### src/rtl/prio_readout_n_if.sv
`default_nettype none
// +--------------------------------------------------------------------+
// | prio_readout_n_if : read-out bus (ready/valid/addr/chan)           |
// | Revision: 1.0                                                      |
// +--------------------------------------------------------------------+
interface prio_readout_n_if #(
    parameter int NCH = 4,
    parameter int AW  = 6
);
    localparam int CHW = (NCH > 1) ? $clog2(NCH) : 1;

    logic           ready;
    logic           valid;
    logic [AW-1:0]  addr;
    logic [CHW-1:0] chan;

    modport master (input ready, output valid, addr, chan);
    modport slave  (output ready, input valid, addr, chan);
endinterface
`default_nettype wire

### src/rtl/prio_readout_n.sv
`default_nettype none
// +--------------------------------------------------------------------+
// | prio_readout_n : fixed-priority multi-channel memory read-out      |
// | Revision: 1.0                                                      |
// +--------------------------------------------------------------------+
module prio_readout_n #(
    parameter int NCH = 4,
    parameter int AW  = 6
) (
    input  wire logic              clk,
    input  wire logic              rst_n,
    input  wire logic [NCH*AW-1:0] initial_count,
    input  wire logic              init,
    input  wire logic              setup,
    input  wire logic              enable,
    output logic      [NCH-1:0]    has_dat,
    output logic                   done,
    prio_readout_n_if.master       rd
);
    localparam int CHW = (NCH > 1) ? $clog2(NCH) : 1;

    typedef enum logic [1:0] {
        IDLE = 2'd0,
        RUN  = 2'd1,
        DONE = 2'd2
    } state_t;

    state_t                   r_state;
    logic                     r_valid;
    logic [AW-1:0]            r_addr;
    logic [CHW-1:0]           r_chan;
    logic [NCH-1:0]           r_has_dat;
    logic                     r_done;

    logic [NCH-1:0][AW-1:0]   w_adr;
    logic [NCH-1:0]           w_nz;
    logic                     w_any;
    logic                     w_grant;
    logic [CHW-1:0]           w_sel;
    logic [AW-1:0]            w_sel_addr;

    // Per-channel item and address counters; only the selected channel moves.
    generate
        for (genvar g = 0; g < NCH; g++) begin : g_chan
            logic [AW-1:0] r_cnt;
            logic [AW-1:0] r_adr;

            always_ff @(posedge clk or negedge rst_n) begin
                if (!rst_n) begin
                    r_cnt <= '0;
                    r_adr <= '0;
                end else if (init) begin
                    r_cnt <= initial_count[g*AW +: AW];
                    r_adr <= '0;
                end else if (w_grant && (w_sel == CHW'(g))) begin
                    r_cnt <= r_cnt - AW'(1);
                    r_adr <= r_adr + AW'(1);
                end
            end

            assign w_nz[g]  = (r_cnt != '0);
            assign w_adr[g] = r_adr;
        end
    endgenerate

    // Lowest nonzero channel wins; scanning downward leaves the lowest last.
    always_comb begin
        w_sel      = '0;
        w_sel_addr = '0;
        for (int i = NCH - 1; i >= 0; i--) begin
            if (w_nz[i]) begin
                w_sel      = CHW'(i);
                w_sel_addr = w_adr[i];
            end
        end
    end

    assign w_any   = |w_nz;
    assign w_grant = (r_state == RUN) & enable & rd.ready & ~setup & ~init & w_any;

    always_ff @(posedge clk or negedge rst_n) begin
        if (!rst_n) begin
            r_state   <= IDLE;
            r_valid   <= 1'b0;
            r_addr    <= '0;
            r_chan    <= '0;
            r_has_dat <= '0;
            r_done    <= 1'b0;
        end else begin
            r_valid   <= w_grant;
            r_has_dat <= w_nz;
            if (w_grant) begin
                r_addr <= w_sel_addr;
                r_chan <= w_sel;
            end
            if (init) begin
                r_state <= RUN;
                r_done  <= 1'b0;
            end else begin
                case (r_state)
                    RUN: begin
                        if (!w_any) begin
                            r_state <= DONE;
                            r_done  <= 1'b1;
                        end
                    end
                    DONE:    r_done <= 1'b1;
                    default: r_done <= 1'b0;
                endcase
            end
        end
    end

    assign rd.valid = r_valid;
    assign rd.addr  = r_addr;
    assign rd.chan  = r_chan;
    assign has_dat  = r_has_dat;
    assign done     = r_done;

endmodule
`default_nettype wire

### src/flat_wrapper.sv
// flat-port wrapper written by rule: the top's interface ports become plain ports
module prio_readout_n_flat 
#(
    parameter int NCH = 4,
    parameter int AW  = 6
)
  (clk, rst_n, initial_count, init, setup, enable, has_dat, done, rd_ready, rd_valid, rd_addr, rd_chan);
  prio_readout_n_if #(.NCH(NCH), .AW(AW)) rd_i ();
  input  wire logic clk;
  input  wire logic rst_n;
  input  wire logic [NCH*AW-1:0] initial_count;
  input  wire logic init;
  input  wire logic setup;
  input  wire logic enable;
  output logic      [NCH-1:0] has_dat;
  output logic done;
  input wire logic [$bits(rd_i.ready)-1:0] rd_ready;
  output wire logic [$bits(rd_i.valid)-1:0] rd_valid;
  output wire logic [$bits(rd_i.addr)-1:0] rd_addr;
  output wire logic [$bits(rd_i.chan)-1:0] rd_chan;
  assign rd_i.ready = rd_ready;
  assign rd_valid = rd_i.valid;
  assign rd_addr = rd_i.addr;
  assign rd_chan = rd_i.chan;
  prio_readout_n #(.NCH(NCH), .AW(AW)) u_core (.clk(clk), .rst_n(rst_n), .initial_count(initial_count), .init(init), .setup(setup), .enable(enable), .has_dat(has_dat), .done(done), .rd(rd_i));
endmodule
### config.mk
export PLATFORM = sky130hd
export DESIGN_NAME = prio_readout_n_flat
export DESIGN_NICKNAME = d
export VERILOG_FILES = /design/src/rtl/prio_readout_n_if.sv /design/src/rtl/prio_readout_n.sv /design/src/flat_wrapper.sv
export SDC_FILE = /design/constraint.sdc
export NUM_CORES = 1
export LEC_CHECK = 0
export CORE_ASPECT_RATIO = 0.8
export CORE_MARGIN = 2
export CORE_UTILIZATION = 55
export DETAILED_ROUTE_END_ITERATION = 8
export PLACE_DENSITY = 0.8
export SLEW_MARGIN = 20
export SYNTH_ARGS = -nofsm -noshare
export SYNTH_HDL_FRONTEND = slang
export SYNTH_SLANG_ARGS = --single-unit
### constraint.sdc
create_clock -name clk -period 2.79 [get_ports clk]
set_input_delay 0.558 -clock clk [delete_from_list [all_inputs] [get_ports clk]]
set_output_delay 0.558 -clock clk [all_outputs]
set_load 0.01 [all_outputs]
-- After elaboration in Yosys (flattened, before gate mapping)
Cells that the tools add are included.
- add/sub/neg operators: 8
- eq/ne operators: 7
- mux-type cells: 30
- bitwise operators: 7
- reduce and logical (&&, ||, !) cells: 16
- operators by type and width (cell ; count):
    two-way mux 6 bit ; 20
    adder 6 x 1 -> 6 bit, second input constant ; 4
    nonzero test 6 bit ; 4
    subtractor 6 x 1 -> 6 bit, second input constant ; 4
    two-way mux 2 bit ; 7
    nonzero test 2 bit ; 5
    == test 2 bit, second input constant ; 3
    AND 1 bit ; 5
    == test 2 x 1 -> 1 bit, second input constant ; 2
    logical AND 1 bit ; 4
    OR reduction 4 bit ; 1
    inequality test 3 bit, second input constant ; 1
    logical NOT 2 bit ; 1
    two-way mux 1 bit ; 2
    inequality test 2 bit, second input constant ; 1
    NOT 1 bit ; 2
    case mux 1 bit (2 select lines) ; 1
    AND reduction 2 bit ; 1
- register bits: 64
- input bits: 30
- output and inout port bits: 14
- word-level logic and storage cells: 82

-- Logic depth before layout (Yosys ltp)
- depth after elaboration: 9
- depth in mapped cells: 9

-- Worst setup path after synthesis
Ideal clock, no wire load.
- kind: input to register
- from: input init
- to: register u_core.g_chan[3].r_adr[3]
- setup time: 78 ps
- arrival time: 2107 ps
- data required time: 2712 ps
- setup slack: 605 ps
- cell stages on the path: 7
- path buffers: 2
- path through: nor4bb_1 > and2_1 > clkbuf_1 > nand3_1 > buf_2 > or3_1 > a21oi_1
- longest elaborated chain between the ends: 5
- RTL lines (item ; line ; RTL):
    start: declaration ; flat_wrapper.sv:12 ; input wire logic init;
    NOT 1 bit ; prio_readout_n.sv:79 ; assign w_grant = (r_state == RUN) & enable & rd.ready & ~setup & ~init & w_any;
    AND 1 bit (2 in series) ; prio_readout_n.sv:79 ;
    logical AND 1 bit ; prio_readout_n.sv:55 ; end else if (w_grant && (w_sel == CHW'(g))) begin
    nonzero test 2 bit (no source line) ; - ;
    end signal: assignment ; prio_readout_n.sv:57 ; r_adr <= r_adr + AW'(1);
    end: declaration ; prio_readout_n.sv:46 ; logic [AW-1:0] r_adr;
Several ways; a longest one is shown, not always the timed one.
A chain may end at the register's enable or synchronous reset.

-- Final worst setup path
- from: register u_core.g_chan[0].r_cnt[0]
- to: register u_core.g_chan[2].r_adr[5]
- longest elaborated chain between the ends: 5
- RTL lines (item ; line ; RTL):
    start: declaration ; prio_readout_n.sv:45 ; logic [AW-1:0] r_cnt;
    start signal: assignment ; prio_readout_n.sv:53 ; r_cnt <= initial_count[g*AW +: AW];
    start signal: assignment ; prio_readout_n.sv:56 ; r_cnt <= r_cnt - AW'(1);
    nonzero test 6 bit * ; prio_readout_n.sv:61 ; assign w_nz[g] = (r_cnt != '0);
    OR reduction 4 bit / two-way mux 2 bit (equally long branches) ; prio_readout_n.sv:78, prio_readout_n.sv:71 ;
    AND 1 bit / == test 2 bit (equally long branches) ; prio_readout_n.sv:79, prio_readout_n.sv:55 ;
    logical AND 1 bit * ; prio_readout_n.sv:55 ;
    nonzero test 2 bit (no source line) * ; - ;
    end signal: assignment ; prio_readout_n.sv:57 ;
    end: declaration ; prio_readout_n.sv:46 ;
Mark *: on every way between the ends. The rest lies on a longest branch, timed or not.

==> metrics.txt <==
count of hold-fix buffers inserted at cts 0; post-layout min period 2.51 ns; CTS resizes 0; Total Power around 2 mW; Layout Nets between 400 and 500; Pwr Density 493 nW/um^2; Rows 25; DRC viols 0; first-pass GRT wire length 12,900 um; Reg2Reg Depth 7; worst reg2reg path endpoint u_core.g_chan[2].r_adr[5]; static leakage ~1.7 nW; clock sink count 64; clock buffer depth 2; Synth area leaders dfrtp_1, ha_1, nand2_1; Max-Cap Viols 0; vias 2,803; worst slew pin tran 0.714 ns; CTS root buffer clkbuf_8; Post-DP HPWL between 5000 and 6000 um; port bufs 43; Post-CTS Setup Inserts 0; largest net degree at the start of global routing 47; top-count cell post-synth dfrtp_1; Worst-path clk slew ~0.070 ns; Critical Path End Type flip-flop; FF-to-FF Start u_core.g_chan[0].r_cnt[0]; fillers between 400 and 500; R2R setup slack around 0.28 ns; Critical Path Start u_core.g_chan[0].r_cnt[0]; Mapped Avg Cell Area between 9 and 10 um^2; arrival time of the worst setup path between 2 and 3 ns; Most used DFF post-synth dfrtp_1; final non-filler cell area 4140 um^2; Total Routed Length about 7500 um; yosys warns 0; TritonCTS Buffers 9; area share of the largest cell type after synthesis 0.475; critical path's largest stage delay 0.49 ns; Tightest Hold Check Type input pin to async pin; CTS tree done; synth unique cells 47; die height roughly 74 um; GRT overflow 0; Mapped Area 3370 um^2; final setup violation count 0; asr flop ratio synth 1.00; Total Routing Usage GR 0.245; dominant cell type by area after synthesis dfrtp_1; setup TNS 0 ns; Area Growth Syn to Fin 22.9%; sequential area share after synthesis 0.475; initial antenna violation count 0; crit path kind flip-flop to flip-flop; number of synthesized flops with an enable pin 0; CP Launch Type flip-flop; wire per inst between 15 and 20 um; Post-Syn Nets ~390; FF+latch count, synth between 60 and 70; Final ANT Viol Nets 0; Area after DPL around 4000 um^2; core box area roughly 5900 um^2; final estimated routing congestion in global placement approximately 0.9; clk_lat worst skew roughly 0.35 ns; Starting Density 0.570; die width 91.5 um; skew final about 0.0098 ns; Peak VDD IR 0.000310 V; Fmax 0.399 GHz; RSZ-0062 raised after global routing no; Syn Inst Count about 350; fin. max-slew vios 0; final period utilization 0.899; DR vias/cell 5.76; Fin. Hold Viols 0; worst path required time about 3 ns; # diodes 0; Die ar. 6770 um^2; crit path cell chain inv_1, ha_1, or4b_4, nor4_4, nand4_1, or4_1, a21oi_1; Initial DRT Pass Iterations 4; initial drt markers 206; most frequent cells after synthesis dfrtp_1, nand2_1, nor2_1, o21ai_0, a21oi_1; vias in the first global route between 2,000 and 3,000; status completed; layout cells sized above 1 0.123; Critical Path Fanout Max 6; H-tree Lvls 3; slowest cell on the critical path or4b_4; # IOs 44; max_slew headroom 0.524
metal layers:
metal	wire length, um	share of wire	track usage
met2	3680	0.49	0.417
met1	3300	0.44	0.306
met4	153	0.020	0.0993
met3	381	0.051	0.0638
met5	0	0	0
per-stage QoR:
step	hold slack (ns)	utilization	setup slack, ns	std cells
CTS	0.273	0.700	0.281	487
global placement	0.471	0.671	0.113	472
detailed placement	0.482	0.671	0.0602	472
floorplan	0.262	-	0.605	349
global route	0.316	0.700	0.182	487
finish	0.257	0.700	0.282	487
state kept, by name (all words and copies together), names as in the netlist:
name,cells
u_core.g_chan.r_adr,24
u_core.g_chan.r_cnt,24
u_core.rd.addr,6
u_core.has_dat,4
u_core.r_state,2
u_core.rd.chan,2
u_core.done,1
u_core.rd.valid,1
logic make-up (layout without fill, tap and decap cells):
kind of cell	after synthesis	count (layout)	synth area share
muxes	14	14	0.0449
adders and majority gates	10	10	0.0371
xor gates and xnor gates	22	22	0.0572
and+or+nand+nor	130	130	0.204
buffers and inverters	35	92	0.0401
DFF	64	64	0.475
AOI/OAI and AO/OA	74	74	0.141
where the power goes:
| group | internal (mW) | switching [mW] | total (mW) | leakage, nW |
|---|---|---|---|---|
| sequential | 0.988 | 0.0457 | 1.03 | 0.799 |
| clock | 0.363 | 0.347 | 0.709 | 0.0882 |
| combinational | 0.161 | 0.137 | 0.299 | 0.825 |
| total | 1.51 | 0.530 | 2.04 | 1.71 |
critical path: cells and delay by family (launching register included):
family / cells / cell delay, ns
AOI/OAI and AO/OA: 1 / 0.17
buffers and inverters: 1 / 0.09
DFF: 1 / 0.41
adders and majority gates: 1 / 0.14
and+or+nand+nor: 4 / 1.63
how the worst max path moves through the flow:
stage	to	cells after the start
3_3_place_gp	u_core.g_chan[2].r_adr[5]	7
5_1_grt	u_core.g_chan[2].r_adr[5]	7
2_1_floorplan	u_core.g_chan[3].r_adr[3]	7
6_report	u_core.g_chan[2].r_adr[5]	7
4_1_cts	u_core.g_chan[2].r_adr[5]	7
3_5_place_dp	u_core.g_chan[2].r_adr[5]	7
cell type report:
type                    count  area [um^2]  share of cell area
inverters                  16         60.1              0.0145
clock inverters             3         17.5             0.00423
repair buffers             61          573               0.138
flip-flops and latches     64         1600               0.387
clock buffers              12          155              0.0375
multi-input cells         250         1630               0.394
well taps                  81          101              0.0245
cells in the final DEF (no fill, tap or decap), drive strengths merged, types with 7 or more instances in the layout:
cell | synthesis | layout
dfrtp | 64 | 64
clkdlybuf4s50 | 0 | 42
nand2 | 33 | 33
nor2 | 31 | 31
o21ai | 24 | 24
a21oi | 19 | 19
buf | 3 | 19
inv | 15 | 15
nand3 | 15 | 15
xnor2 | 14 | 14
clkbuf | 16 | 12
or3 | 11 | 11
ha | 10 | 10
nand4 | 9 | 9
mux2 | 9 | 9
xor2 | 8 | 8
nor3 | 7 | 7
Note: power is estimated with default switching activity, not from simulation.
